### src/rtl/control_sequencer.sv
// control_sequencer: single-cycle control unit for a small MIPS-like core.
// Holds the PC and a three-state sequencer (IDLE, RUN, HALT). In RUN it decodes
// the current instruction into datapath controls and picks the next PC
// (sequential, taken branch or jump) in the same cycle.
//
// Parameters:
//   RESET_PC  PC value loaded on reset
// Ports:
//   clk       clock, all state updates on the rising edge
//   rst       synchronous active-high reset (wins over start)
//   start     leaves IDLE when high
//   inst      instruction at pc, read combinationally from instruction memory
//   zero/msb  ALU result flags used for branch resolution
//   pc        current instruction address
//   regwrite, regdst, extop, alusrc, memwrite, mem2reg, aluctrl  datapath controls
//   halted    high exactly while in HALT
//   illegal   one-cycle pulse when an unknown opcode/funct executes as a NOP
//   retired   instructions executed in RUN, halt excluded
//             (present only when CTRL_RETIRE_CNT_EN is defined)
module control_sequencer #(
  parameter logic [31:0] RESET_PC = 32'h0000_0000
) (
  input  logic        clk,
  input  logic        rst,
  input  logic        start,
  input  logic [31:0] inst,
  input  logic        zero,
  input  logic        msb,
  output logic [31:0] pc,
  output logic        regwrite,
  output logic        regdst,
  output logic        extop,
  output logic        alusrc,
  output logic        memwrite,
  output logic        mem2reg,
  output logic [3:0]  aluctrl,
  output logic        halted,
  output logic        illegal
`ifdef CTRL_RETIRE_CNT_EN
  ,
  output logic [31:0] retired
`endif
);

  typedef enum logic [1:0] {StIdle, StRun, StHalt} state_e;

  localparam logic [5:0] OpRtype = 6'h00;
  localparam logic [5:0] OpBltz  = 6'h01;
  localparam logic [5:0] OpJ     = 6'h02;
  localparam logic [5:0] OpBeq   = 6'h04;
  localparam logic [5:0] OpBne   = 6'h05;
  localparam logic [5:0] OpAddi  = 6'h08;
  localparam logic [5:0] OpLw    = 6'h23;
  localparam logic [5:0] OpSw    = 6'h2B;
  localparam logic [5:0] OpHalt  = 6'h3F;

  localparam logic [3:0] AluAnd = 4'b0000;
  localparam logic [3:0] AluOr  = 4'b0001;
  localparam logic [3:0] AluAdd = 4'b0010;
  localparam logic [3:0] AluSub = 4'b0110;
  localparam logic [3:0] AluSlt = 4'b0111;

  state_e      state_q, state_d;
  logic [31:0] pc_q, pc_d;

  logic [5:0]  op, funct;
  logic [31:0] pc_plus4, branch_target, jump_target;

  // Raw decode of inst, before gating by state.
  logic        d_regwrite, d_regdst, d_extop, d_alusrc, d_memwrite, d_mem2reg;
  logic [3:0]  d_aluctrl;
  logic        d_legal, d_taken, d_jump, d_halt;

  assign op            = inst[31:26];
  assign funct         = inst[5:0];
  assign pc_plus4      = pc_q + 32'd4;
  assign branch_target = pc_plus4 + {{14{inst[15]}}, inst[15:0], 2'b00};
  assign jump_target   = {pc_plus4[31:28], inst[25:0], 2'b00};

  always_comb begin
    d_regwrite = 1'b0;
    d_regdst   = 1'b0;
    d_extop    = 1'b0;
    d_alusrc   = 1'b0;
    d_memwrite = 1'b0;
    d_mem2reg  = 1'b0;
    d_aluctrl  = 4'b0000;
    d_legal    = 1'b1;
    d_taken    = 1'b0;
    d_jump     = 1'b0;
    d_halt     = 1'b0;
    case (op)
      OpRtype: begin
        d_regwrite = 1'b1;
        d_regdst   = 1'b1;
        case (funct)
          6'h20:   d_aluctrl = AluAdd;
          6'h22:   d_aluctrl = AluSub;
          6'h24:   d_aluctrl = AluAnd;
          6'h25:   d_aluctrl = AluOr;
          6'h2A:   d_aluctrl = AluSlt;
          default: begin
            // Unknown funct executes as a NOP: drop the write enables again.
            d_regwrite = 1'b0;
            d_regdst   = 1'b0;
            d_legal    = 1'b0;
          end
        endcase
      end
      OpAddi: begin
        d_regwrite = 1'b1;
        d_alusrc   = 1'b1;
        d_extop    = 1'b1;
        d_aluctrl  = AluAdd;
      end
      OpLw: begin
        d_regwrite = 1'b1;
        d_alusrc   = 1'b1;
        d_extop    = 1'b1;
        d_mem2reg  = 1'b1;
        d_aluctrl  = AluAdd;
      end
      OpSw: begin
        d_memwrite = 1'b1;
        d_alusrc   = 1'b1;
        d_extop    = 1'b1;
        d_aluctrl  = AluAdd;
      end
      OpBeq: begin
        d_aluctrl = AluSub;
        d_taken   = zero;
      end
      OpBne: begin
        d_aluctrl = AluSub;
        d_taken   = ~zero;
      end
      OpBltz: begin
        d_aluctrl = AluSub;
        d_taken   = msb;
      end
      OpJ:     d_jump = 1'b1;
      OpHalt:  d_halt = 1'b1;
      default: d_legal = 1'b0;
    endcase
  end

  always_comb begin
    state_d = state_q;
    pc_d    = pc_q;
    unique case (state_q)
      StIdle: if (start) state_d = StRun;
      StRun: begin
        if (d_halt) begin
          state_d = StHalt;
        end else if (d_jump) begin
          pc_d = jump_target;
        end else if (d_taken) begin
          pc_d = branch_target;
        end else begin
          pc_d = pc_plus4;
        end
      end
      StHalt: state_d = StHalt;
      default: state_d = StIdle;
    endcase
  end

  always_comb begin
    regwrite = 1'b0;
    regdst   = 1'b0;
    extop    = 1'b0;
    alusrc   = 1'b0;
    memwrite = 1'b0;
    mem2reg  = 1'b0;
    aluctrl  = 4'b0000;
    illegal  = 1'b0;
    if (state_q == StRun) begin
      regwrite = d_regwrite;
      regdst   = d_regdst;
      extop    = d_extop;
      alusrc   = d_alusrc;
      memwrite = d_memwrite;
      mem2reg  = d_mem2reg;
      aluctrl  = d_aluctrl;
      illegal  = ~d_legal;
    end
  end

  assign halted = (state_q == StHalt);
  assign pc     = pc_q;

  always_ff @(posedge clk) begin
    if (rst) begin
      state_q <= StIdle;
      pc_q    <= RESET_PC;
    end else begin
      state_q <= state_d;
      pc_q    <= pc_d;
    end
  end

`ifdef CTRL_RETIRE_CNT_EN
  logic [31:0] retired_q, retired_d;

  // Illegal NOPs retire; the halt instruction itself does not.
  always_comb begin
    retired_d = retired_q;
    if (state_q == StRun && !d_halt) retired_d = retired_q + 32'd1;
  end

  always_ff @(posedge clk) begin
    if (rst) retired_q <= 32'd0;
    else     retired_q <= retired_d;
  end

  assign retired = retired_q;
`endif

endmodule

### config.mk
export PLATFORM = sky130hd
export DESIGN_NAME = control_sequencer
export DESIGN_NICKNAME = d
export VERILOG_FILES = /design/src/rtl/control_sequencer.sv
export SDC_FILE = /design/constraint.sdc
export NUM_CORES = 1
export LEC_CHECK = 0
export CAP_MARGIN = 20
export CORE_UTILIZATION = 40
export DETAILED_ROUTE_END_ITERATION = 8
export GPL_TIMING_DRIVEN = 0
export HOLD_SLACK_MARGIN = 0.08
export PLACE_DENSITY_LB_ADDON = 0.2
export SETUP_SLACK_MARGIN = 0.4
export SLEW_MARGIN = 20
export SYNTH_ARGS = -nofsm -noshare
export SYNTH_HDL_FRONTEND = slang
export SYNTH_SLANG_ARGS = --single-unit
### constraint.sdc
create_clock -name clk -period 4.7 [get_ports clk]
set_input_delay 1.175 -clock clk [delete_from_list [all_inputs] [get_ports clk]]
set_output_delay 1.175 -clock clk [all_outputs]
set_load 0.02 [all_outputs]
# Word level (Yosys, flattened, before mapping)
# Index checks and enable logic that the tools add are counted.
# word_totals
register_bits	34
out_inout_bits	44
# classes
n_addsub	2
eq_ne	17
muxes	24
n_bitwise	3
n_reduce_logical	9
# op_table
operator	n
$mux 32	2
$eq 6x6->1 const B	8
$add 32x3->32 const B	1
$add 32x32->32	1
$mux 1	13
$eq 6x3->1 const B	2
$pmux 3 s4	1
$pmux 3 s3	1
$reduce_or 8->1	1
$eq 6x1->1 const B	1
$eq 6x2->1 const B	1
$eq 6x4->1 const B	1
$logic_not 6->1	1
$pmux 2 s3	1
$reduce_or 3->1	2
$reduce_or 5->1	1
$mux 2	2
$mux 4	1
$ne 2x2->1 const B	2
$pmux 1 s2	2
$reduce_and 2->1	2
$not 1->1	3
$pmux 1 s3	1
$eq 2x1->1 const B	1
3 further kinds	3

# Logic depth before layout (Yosys ltp)
# Gate-level depths: netlist of the first run.
# depth
word_depth	6
depth_mapped	16
mapped_depth_nobuf	15

# Least setup slack after synthesis of the first run
# OpenSTA, ideal clock, no wires.
# synth_path
path_type	input -> output
startpoint	input port inst[31]
endpoint	output port aluctrl[1]
arrival_ns	2.402
required_time_ns	3.525
slack_ns	1.123
stages	5
cell_sequence	nor4_1 > nand2_1 > a21oi_1 > nor2_1 > nand2_1
# synth_via
elab_chain_cells	4
elab_cells_between_ends	11
cone_classes	6 x eq/ne; 2 x mux; 3 x reduce/logical
# synth_rtl
item	line_no	rtl
start, declared	26	input logic [31:0] inst,
$eq 6x1->1 (tied with other cells)	92	case (op)
$reduce_or 3->1 (no source line)	-	
$pmux 3 s3 (*)	92	
$mux 4 (*)	177	if (state_q == StRun) begin
end, declared	36	output logic [3:0] aluctrl,
# Every way passes the cells marked *; elsewhere a longest branch is shown, timed or not.

# Worst setup path in the final report of the first run
# layout_path
startpoint	input port inst[31]
endpoint	output port regdst
# layout_via
elab_chain_cells	3
# layout_rtl
item	line_no	rtl
$logic_not 6->1	92	
$mux 1	92	
$mux 1	177	
end, declared	31	output logic regdst,
# Every way passes these cells.

==> out/results.txt, run 1 <==
The worst path buffer plus inverter count came out at 3. By area the synthesized netlist is led by dfxtp_1 (15%), ha_1 (12%), xnor2_1 (8.2%). In this run, synthesis produced a sequential element count of 32. The power per cell area is 296 mW/mm2, and the synthesized area per cell is 7.29 um2. Between clock sinks in the finished design, the worst skew comes to 0.00766 ns.

Across all setup checks in the final design, the least slack found is 0.474 ns. The synthesized netlist contains 66 unique library cells. In this run, the number of DRC markers left after iteration 0 of detailed routing was 272.

The H-tree was split into 2 levels. For the Yosys warning count, the log shows 0. After floorplanning, the core was sized to cover 0.00991 mm2.

The pre-antenna-repair detailed-routing pass consisted of 5 iterations. VDD sags by at most 174 uV. In the layout the commonest cells are nand2_1 (70), clkdlybuf4s50_1 (63), a21oi_1 (52).

After detailed routing, the total wire length is 14.2 mm. Pin placement for this block handled 81 I/O pins. The library cell used most frequently in the layout, excluding fill and tap cells, is nand2_1. For the layout filler cell count, the log shows 972. After floorplanning, the core was divided into 36 placement rows.

The element type at the critical path start was a primary input. The latest clock arrival within the worst-skew pair is 0.29 ns. The floorplan step set the die width to 104 um.

Setup repair after global routing left no endpoint under its margin. Average detailed-routed wire length per instance: 17.9 um. The post-detailed-route via-to-cell ratio came out at 5.97. The finished cells cover 0.00526 mm2.

The maximum net fanout on the critical path is 4. The run gives 0.111 ns as the pre-CTS setup slack. The number of antenna violations at the first check in global routing came out at 0. For the estimated wirelength of the detail-placed design, the log shows 10.8 mm. In this run the deepest clock path goes through 2 buffers. The top cell family by delay on the critical path was buffers and inverters.

For this run the aggregate overflow at the end of global routing stands at 0. Static timing analysis puts the maximum clock frequency at 237 MHz. The post-detailed-route count of antenna-violating nets was 0; the number of nets in the finished design was 735.

Area of the mapped netlist: 0.00416 mm2. The data arrival time of the critical path came out at 3.05 ns. The share of final-layout standard cells stronger than drive strength 1 is 0.0731. The largest individual stage delay along the critical path comes from the cell clkdlybuf4s50_1. The global-route wire length before repair was 22.4 mm; the via count of the first global-routing pass was 4,452. The tools report the post-placement cell area as 0.00509 mm2.

The critical path is of the primary input to output pin type. The cell that appears most often on the critical path is clkdlybuf4s50_1. Routability-driven placement finished with a final weighted congestion of 0.947. Adding up every negative setup slack in the final design gives 0 ns.

The tools report the count of pins over their slew limit as 0. Final standard cell utilization of the core: 0.531. In this run, CTS created clock tree buffers numbering 5. The minimum clock period was 4.23 ns. The tools report the library cell used as clock root buffer as clkbuf_8. The signal on the critical path passes through clkdlybuf4s50_1 > nor4_4 > buf_4 > and4_1 > clkdlybuf4s50_1. For the final number of hold-violating endpoints, the log shows 0. The reported leakage power was 0.00221 uW.

Cell type with the highest aggregate area in the netlist: dfxtp_1. The area share of the largest cell type after synthesis is 0.154, and the die area is 0.0108 mm2. The share of synthesized flip-flops with an asynchronous set or reset came out at 0. Measured along the y axis, the die boundary spans 104 um. The starting density of the core is 0.420, and the signed area change from the synthesized netlist to the final layout is 26.3%. The number of antenna repair diodes was 0; the share of synthesized area occupied by flip-flops and latches was 0.154. Minimum hold slack: 0.514 ns. The tool flagged a number of max-cap violations equal to 0. The tightest min-delay check is of the flip-flop to flip-flop type. In this run the tool buffered the top-level ports with 75 buffer cells. The number of endpoints failing setup at the final stage is 0, and the worst-margin pin slew is 0.971 ns. The required time of the worst setup path was 3.52 ns; the clock-pin slew on the worst setup and hold paths was 0.08 ns. TritonCTS built the clock tree. The final clock period utilization by the worst path works out to 0.899.

The tools report the relative max-transition margin as 0.352. In this run, synthesis inferred 0 flip-flops with an integrated enable. STA classifies the critical path endpoint as an output pin. Buffers inserted to repair hold after CTS numbered 0. The pin count of the biggest net entering global routing came out at 22.

The run finished with clean final reports. The total global-route track usage was 0.255; the number of sinks driven by the clock tree was 32. The largest single stage delay on the critical path is 0.60 ns.

The prevailing post-synth register cell is dfxtp_1. The number of remaining DRC errors was 0; the synthesized instance count was 571. The run gives 4,716 as the via count of the routed design.
-- area by class of cell --
cell class	count	area (um2)	area share
Buffer	33	153	0.0290
Clock buffer	6	72.6	0.0138
Clock inverter	2	35.0	0.00666
Inverter	10	37.5	0.00714
Multi-Input combinational cell	498	3380	0.643
Sequential cell	32	641	0.122
Tap cell	133	166	0.0316
Timing Repair Buffer	76	773	0.147
-- through the flow --
| step | power (uW) | std cells |
|---|---|---|
| after CTS | 1550 | 789 |
| after global placement | 1250 | 781 |
| after detailed placement | 1260 | 781 |
| after global routing | 1660 | 790 |
| after floorplan | 970 | 573 |
| final | 1560 | 790 |
-- path summary, 6_finish.rpt --
kind | slack, ns | from | endpoint | depth (start not counted)
worst max-delay path | 0.47 | inst[31] | regdst | 5
worst max register to register | 0.65 | pc[9] | pc[30] | 14
worst min register to register | 0.51 | pc[12] | pc[12] | 2
worst min-delay path | 0.51 | pc[12] | pc[12] | 2
-- layer usage --
| metal | part of all wire | GRT usage | vias up |
|---|---|---|---|
| met3 | 0.062 | 0.0326 | 44 |
| met1 | 0.44 | 0.320 | 2200 |
| met4 | 0.034 | 0.107 | 0 |
| met5 | 0 | 0 | - |
| met2 | 0.47 | 0.436 | 201 |
| li1 | - | - | 2271 |
-- flip-flops by register name (all words and copies together), names as in the netlist --
register  cells
state_q       2
pc           30
-- timing repair --
item / 4_1_cts / 5_1_grt
gates resized for setup: 9 / 10
setup endpoints to repair: 7 / 13
pin swaps: 0 / 1
buffers inserted: 0 / 1
-- Yosys cell counts, types with 11 or more instances --
cell type / n
nor3_1: 13
a21oi_1: 53
nor2_1: 48
xnor2_1: 39
o21ai_0: 26
buf_2: 11
dfxtp_1: 32
nand3_1: 23
ha_1: 41
clkbuf_1: 18
nand4_1: 13
nand2_1: 71
a21o_1: 12
o211ai_1: 11
-- report_power, final --
part	total [uW]	internal (uW)	switching (uW)
Sequential	379	312	67.4
Combinational	898	360	538
Clock	281	158	123
-- cell families (layout without fill, tap and decap cells) --
| kind of cell | count (synthesis) | in the layout | share of synthesized area |
|---|---|---|---|
| compound gates | 181 | 181 | 0.297 |
| xor+xnor | 49 | 49 | 0.103 |
| fa+ha+maj | 42 | 42 | 0.128 |
| buf+inv | 43 | 127 | 0.0457 |
| flops | 32 | 32 | 0.154 |
| mux | 6 | 6 | 0.0144 |
| other cells | 1 | 3 | 0.000901 |
| simple gates | 217 | 217 | 0.258 |
-- worst min-delay path: cells and delay by family, from the launching register on --
| kind | cells | cell delay (ns) |
|---|---|---|
| flops | 1 | 0.35 |
| compound gates | 1 | 0.06 |
| simple gates | 1 | 0.06 |
Power figures use the tool's default switching activity.
==> run 2, diff against run 1 <==
--- a/config.mk
+++ b/config.mk
@@ -9,7 +9,6 @@
 export CORE_UTILIZATION = 40
 export DETAILED_ROUTE_END_ITERATION = 8
 export GPL_TIMING_DRIVEN = 0
-export HOLD_SLACK_MARGIN = 0.08
 export PLACE_DENSITY_LB_ADDON = 0.2
 export SETUP_SLACK_MARGIN = 0.4
 export SLEW_MARGIN = 20
==> results of run 2 <==
Same layout as run 1: the final DEF is identical, and so are final timing and power.
==> run 3, diff against run 2 <==
--- a/config.mk
+++ b/config.mk
@@ -7,9 +7,9 @@
 export LEC_CHECK = 0
 export CAP_MARGIN = 20
 export CORE_UTILIZATION = 40
+export CTS_CLUSTER_SIZE = 40
 export DETAILED_ROUTE_END_ITERATION = 8
-export GPL_TIMING_DRIVEN = 0
-export PLACE_DENSITY_LB_ADDON = 0.2
+export PLACE_DENSITY = 0.7
 export SETUP_SLACK_MARGIN = 0.4
 export SLEW_MARGIN = 20
 export SYNTH_ARGS = -nofsm -noshare
==> out/results.txt, run 3 (same netlist as run 1, synthesis figures left out) <==
Delay of the slowest cell on the worst path: 0.62 ns (+0.02 ns). The maximum net fanout on the critical path was 4 (unchanged); the overall power of the completed layout was 1550 uW (-0.25%). The total area of sequential cells was 641 um2 (unchanged); the total number of placement rows was 36 (unchanged).

The power per cell area was 299 mW/mm2 (+0.97%); the flip-flop count of the largest register, all copies and words added was 30 (unchanged). The share of final-layout standard cells stronger than drive strength 1 is 0.0704 (-0.00264). The tools report the portion of total power attributed to sequential cells as 0.237 (-0.006).

TritonCTS built the clock tree. In this run the clock root is driven by a clkbuf_8. Number of remaining DRC errors: 0 (unchanged). The top cell types in the final layout, fill and taps aside, are nand2_1 (71), clkdlybuf4s50_1 (69), a21oi_1 (53).

The switching portion of total power was 0.455 (-0.0130). The global-route wire length before repair came out at 21.6 mm (-3.5%). The critical-path cell with the highest stage delay was clkdlybuf4s50_1. For the maximum buffer depth of the clock tree, the log shows 2 (unchanged). The x dimension of the die was 104 um (unchanged); the upper clock frequency limit was 232 MHz (-2.1%). The vertical die dimension was 104 um (unchanged); the area of all placed cells without fillers was 0.00520 mm2 (-1.2%). The number of nets in the finished design came out at 717 (-2.4%).

The tools report the global route total overflow as 0 (unchanged). Minimum clock period: 4.32 ns (+0.0903 ns). The starting DRC count in detailed routing came out at 272 (unchanged). The post-detailed-route count of antenna-violating nets is 0 (unchanged). The required time of the worst setup path is 3.52 ns (about the same), and the number of antenna repair diodes is 0 (unchanged). The clock-pin slew on the worst setup and hold paths was 0.07 ns (about the same).

The net switching power is 707 uW (-3.0%), and the pin count of the biggest net entering global routing is 27 (+23%). The hold buffer count at cts is 0 (unchanged), and the quantity of I/O buffers inserted on ports is 77 (+2.7%). For the via count of the routed design, the log shows 4,622 (-2.0%).

The number of CTS-inserted buffers was 5 (unchanged). The tools report the core outline area as 0.00991 mm2 (unchanged). Worst-margin pin slew: 0.655 ns (-0.316 ns). The critical path goes through clkdlybuf4s50_1 > nor4_2 > o21a_1 > nand2_1 > o21ai_0 > clkdlybuf4s50_1. The library cell used most frequently in the layout, excluding fill and tap cells, is nand2_1. Worst supply voltage drop on vdd: 137 uV (-21%). For the final number of hold-violating endpoints, the log shows 0 (unchanged). The logs give 2 (unchanged) for the depth of the CTS H-tree and 0 ns (unchanged) for the accumulated negative setup slack.

Share of total power in the clock network: 0.177 (-0.003). The element type at the critical path start is a primary input. The layout filler cell count is 988 (+1.6%). The tools report the max-cap check violation count as 0 (unchanged). Reported leakage power: 0.00213 uW (-3.6%).

The die area is 0.0108 mm2 (unchanged), and the share of power burned in combinational logic is 0.586 (+0.010). I/O pin count: 81 (unchanged). The tools report the number of setup buffers added after CTS as 0 (unchanged). For the via count of the first global-routing pass, the log shows 4,398 (-1.2%). The average detailed-routed wire length per instance is 17.1 um (-4.3%). Estimated wirelength of the detail-placed design: 9.95 mm (-8.1%). Setup repair after global routing could not meet its margin everywhere. The final clock period utilization by the worst path is 0.918 (+0.0192).

The tools report the internal portion of total power as 848 uW (+2.2%). Critical path's most frequent cell: clkdlybuf4s50_1. The latest clock arrival within the worst-skew pair is 0.29 ns (about the same), and the post-detailed-route via-to-cell ratio is 5.99 (+0.29%). The logs give 0 (unchanged) for the count of pins over their slew limit and 0.561 (+0.210) for the relative max-transition margin.

The number of iterations in the first detailed-routing pass is 5 (unchanged), and the number of endpoints failing setup at the final stage is 0 (unchanged). The run gives 0.00856 ns (+0.000904 ns) as the worst clock skew. The cell count after placement came out at 764 (-2.2%).

The total global-route track usage came out at 0.243 (-0.0116). The tools report the final wirelength as 13.2 mm (-6.5%). Number of sinks driven by the clock tree: 32 (unchanged).

The endpoint class of the critical path is an output pin. The starting density of the core was 0.420 (unchanged); the signed area change from the synthesized netlist to the final layout was 24.8%. The final instance count without filler cells was 772 (-2.3%). In this run the worst hold path is classified as flip-flop to flip-flop. The critical path class is primary input to output pin.

For the final standard cell utilization of the core, the log shows 0.524 (-0.00644). The tools report the number of antenna violations at the first check in global routing as 0 (unchanged). The post-placement cell area is 0.00506 mm2 (-0.47%). For the data arrival time of the critical path, the log shows 3.14 ns (+0.09 ns). For the multi-input combinational cell area, the log shows 0.00337 mm2 (-0.44%). The flow ran to the end, and the final reports show no timing, DRC or antenna violations. The final estimated routing congestion in global placement is 0.919 (-2.9%).
==> run 3: cell count changes in the layout (fill, tap and decap cells not counted), moves of 5 or more <==
cell,previous run,this run
clkdlybuf4s50_1,63,69
buf_2,11,0
buf_4,5,14
clkbuf_1,19,1
dlymetal6s2s_1,8,3
==> run 3: metal layers <==
metal / vias to the layer above / routed length [um] / track usage
met2: 177 / 6190 / 0.415
li1: 2232 / - / -
met3: 32 / 827 / 0.0288
met1: 2181 / 5810 / 0.307
met4: 0 / 407 / 0.105
met5: - / 0 / 0
==> run 3: path summary, 6_finish.rpt <==
kind | from | end | slack, ns | cells past startpoint
setup / recovery | inst[31] | aluctrl[2] | 0.38 | 6
hold / removal | pc[14] | pc[14] | 0.51 | 2
setup reg to reg | pc[9] | pc[31] | 0.65 | 14
hold reg to reg | pc[14] | pc[14] | 0.51 | 2
==> run 3: power by group through the flow <==
stage          combinational [uW]  clock (uW)  sequential, uW
2_1_floorplan                 566           0             405
3_3_place_gp                  887           0             373
3_5_place_dp                  897           0             375
4_1_cts                       900         283             369
5_1_grt                       993         297             378
6_report                      911         275             369
==> run 3: final cells by class <==
cell class                 count  share of cell area
inverter                      10             0.00722
tap                          133              0.0320
timing repair buffer          91               0.169
sequential                    32               0.123
clock inverter                 2             0.00674
clock buffer                   6              0.0140
multi-input combinational    498               0.648
==> run 3: per-stage QoR <==
step / setup WS [ns] / hold WS, ns
floorplan: 1.12 / 0.490
CTS: 0.397 / 0.509
finish: 0.383 / 0.509
global placement: 0.290 / 0.492
global route: 0.289 / 0.548
detailed placement: 0.246 / 0.498
==> run 3: timing repair <==
item / in CTS / in global routing
pin swaps: 0 / 1
cloned: 0 / 0
gates resized for setup: 7 / 5
setup endpoints to repair: 7 / 6
==> run 3: critical path, delay by kind of cell <==
| kind | cells | cell delay [ns] |
|---|---|---|
| buf+inv | 2 | 1.15 |
| simple gates | 2 | 0.51 |
| compound gates | 2 | 0.30 |
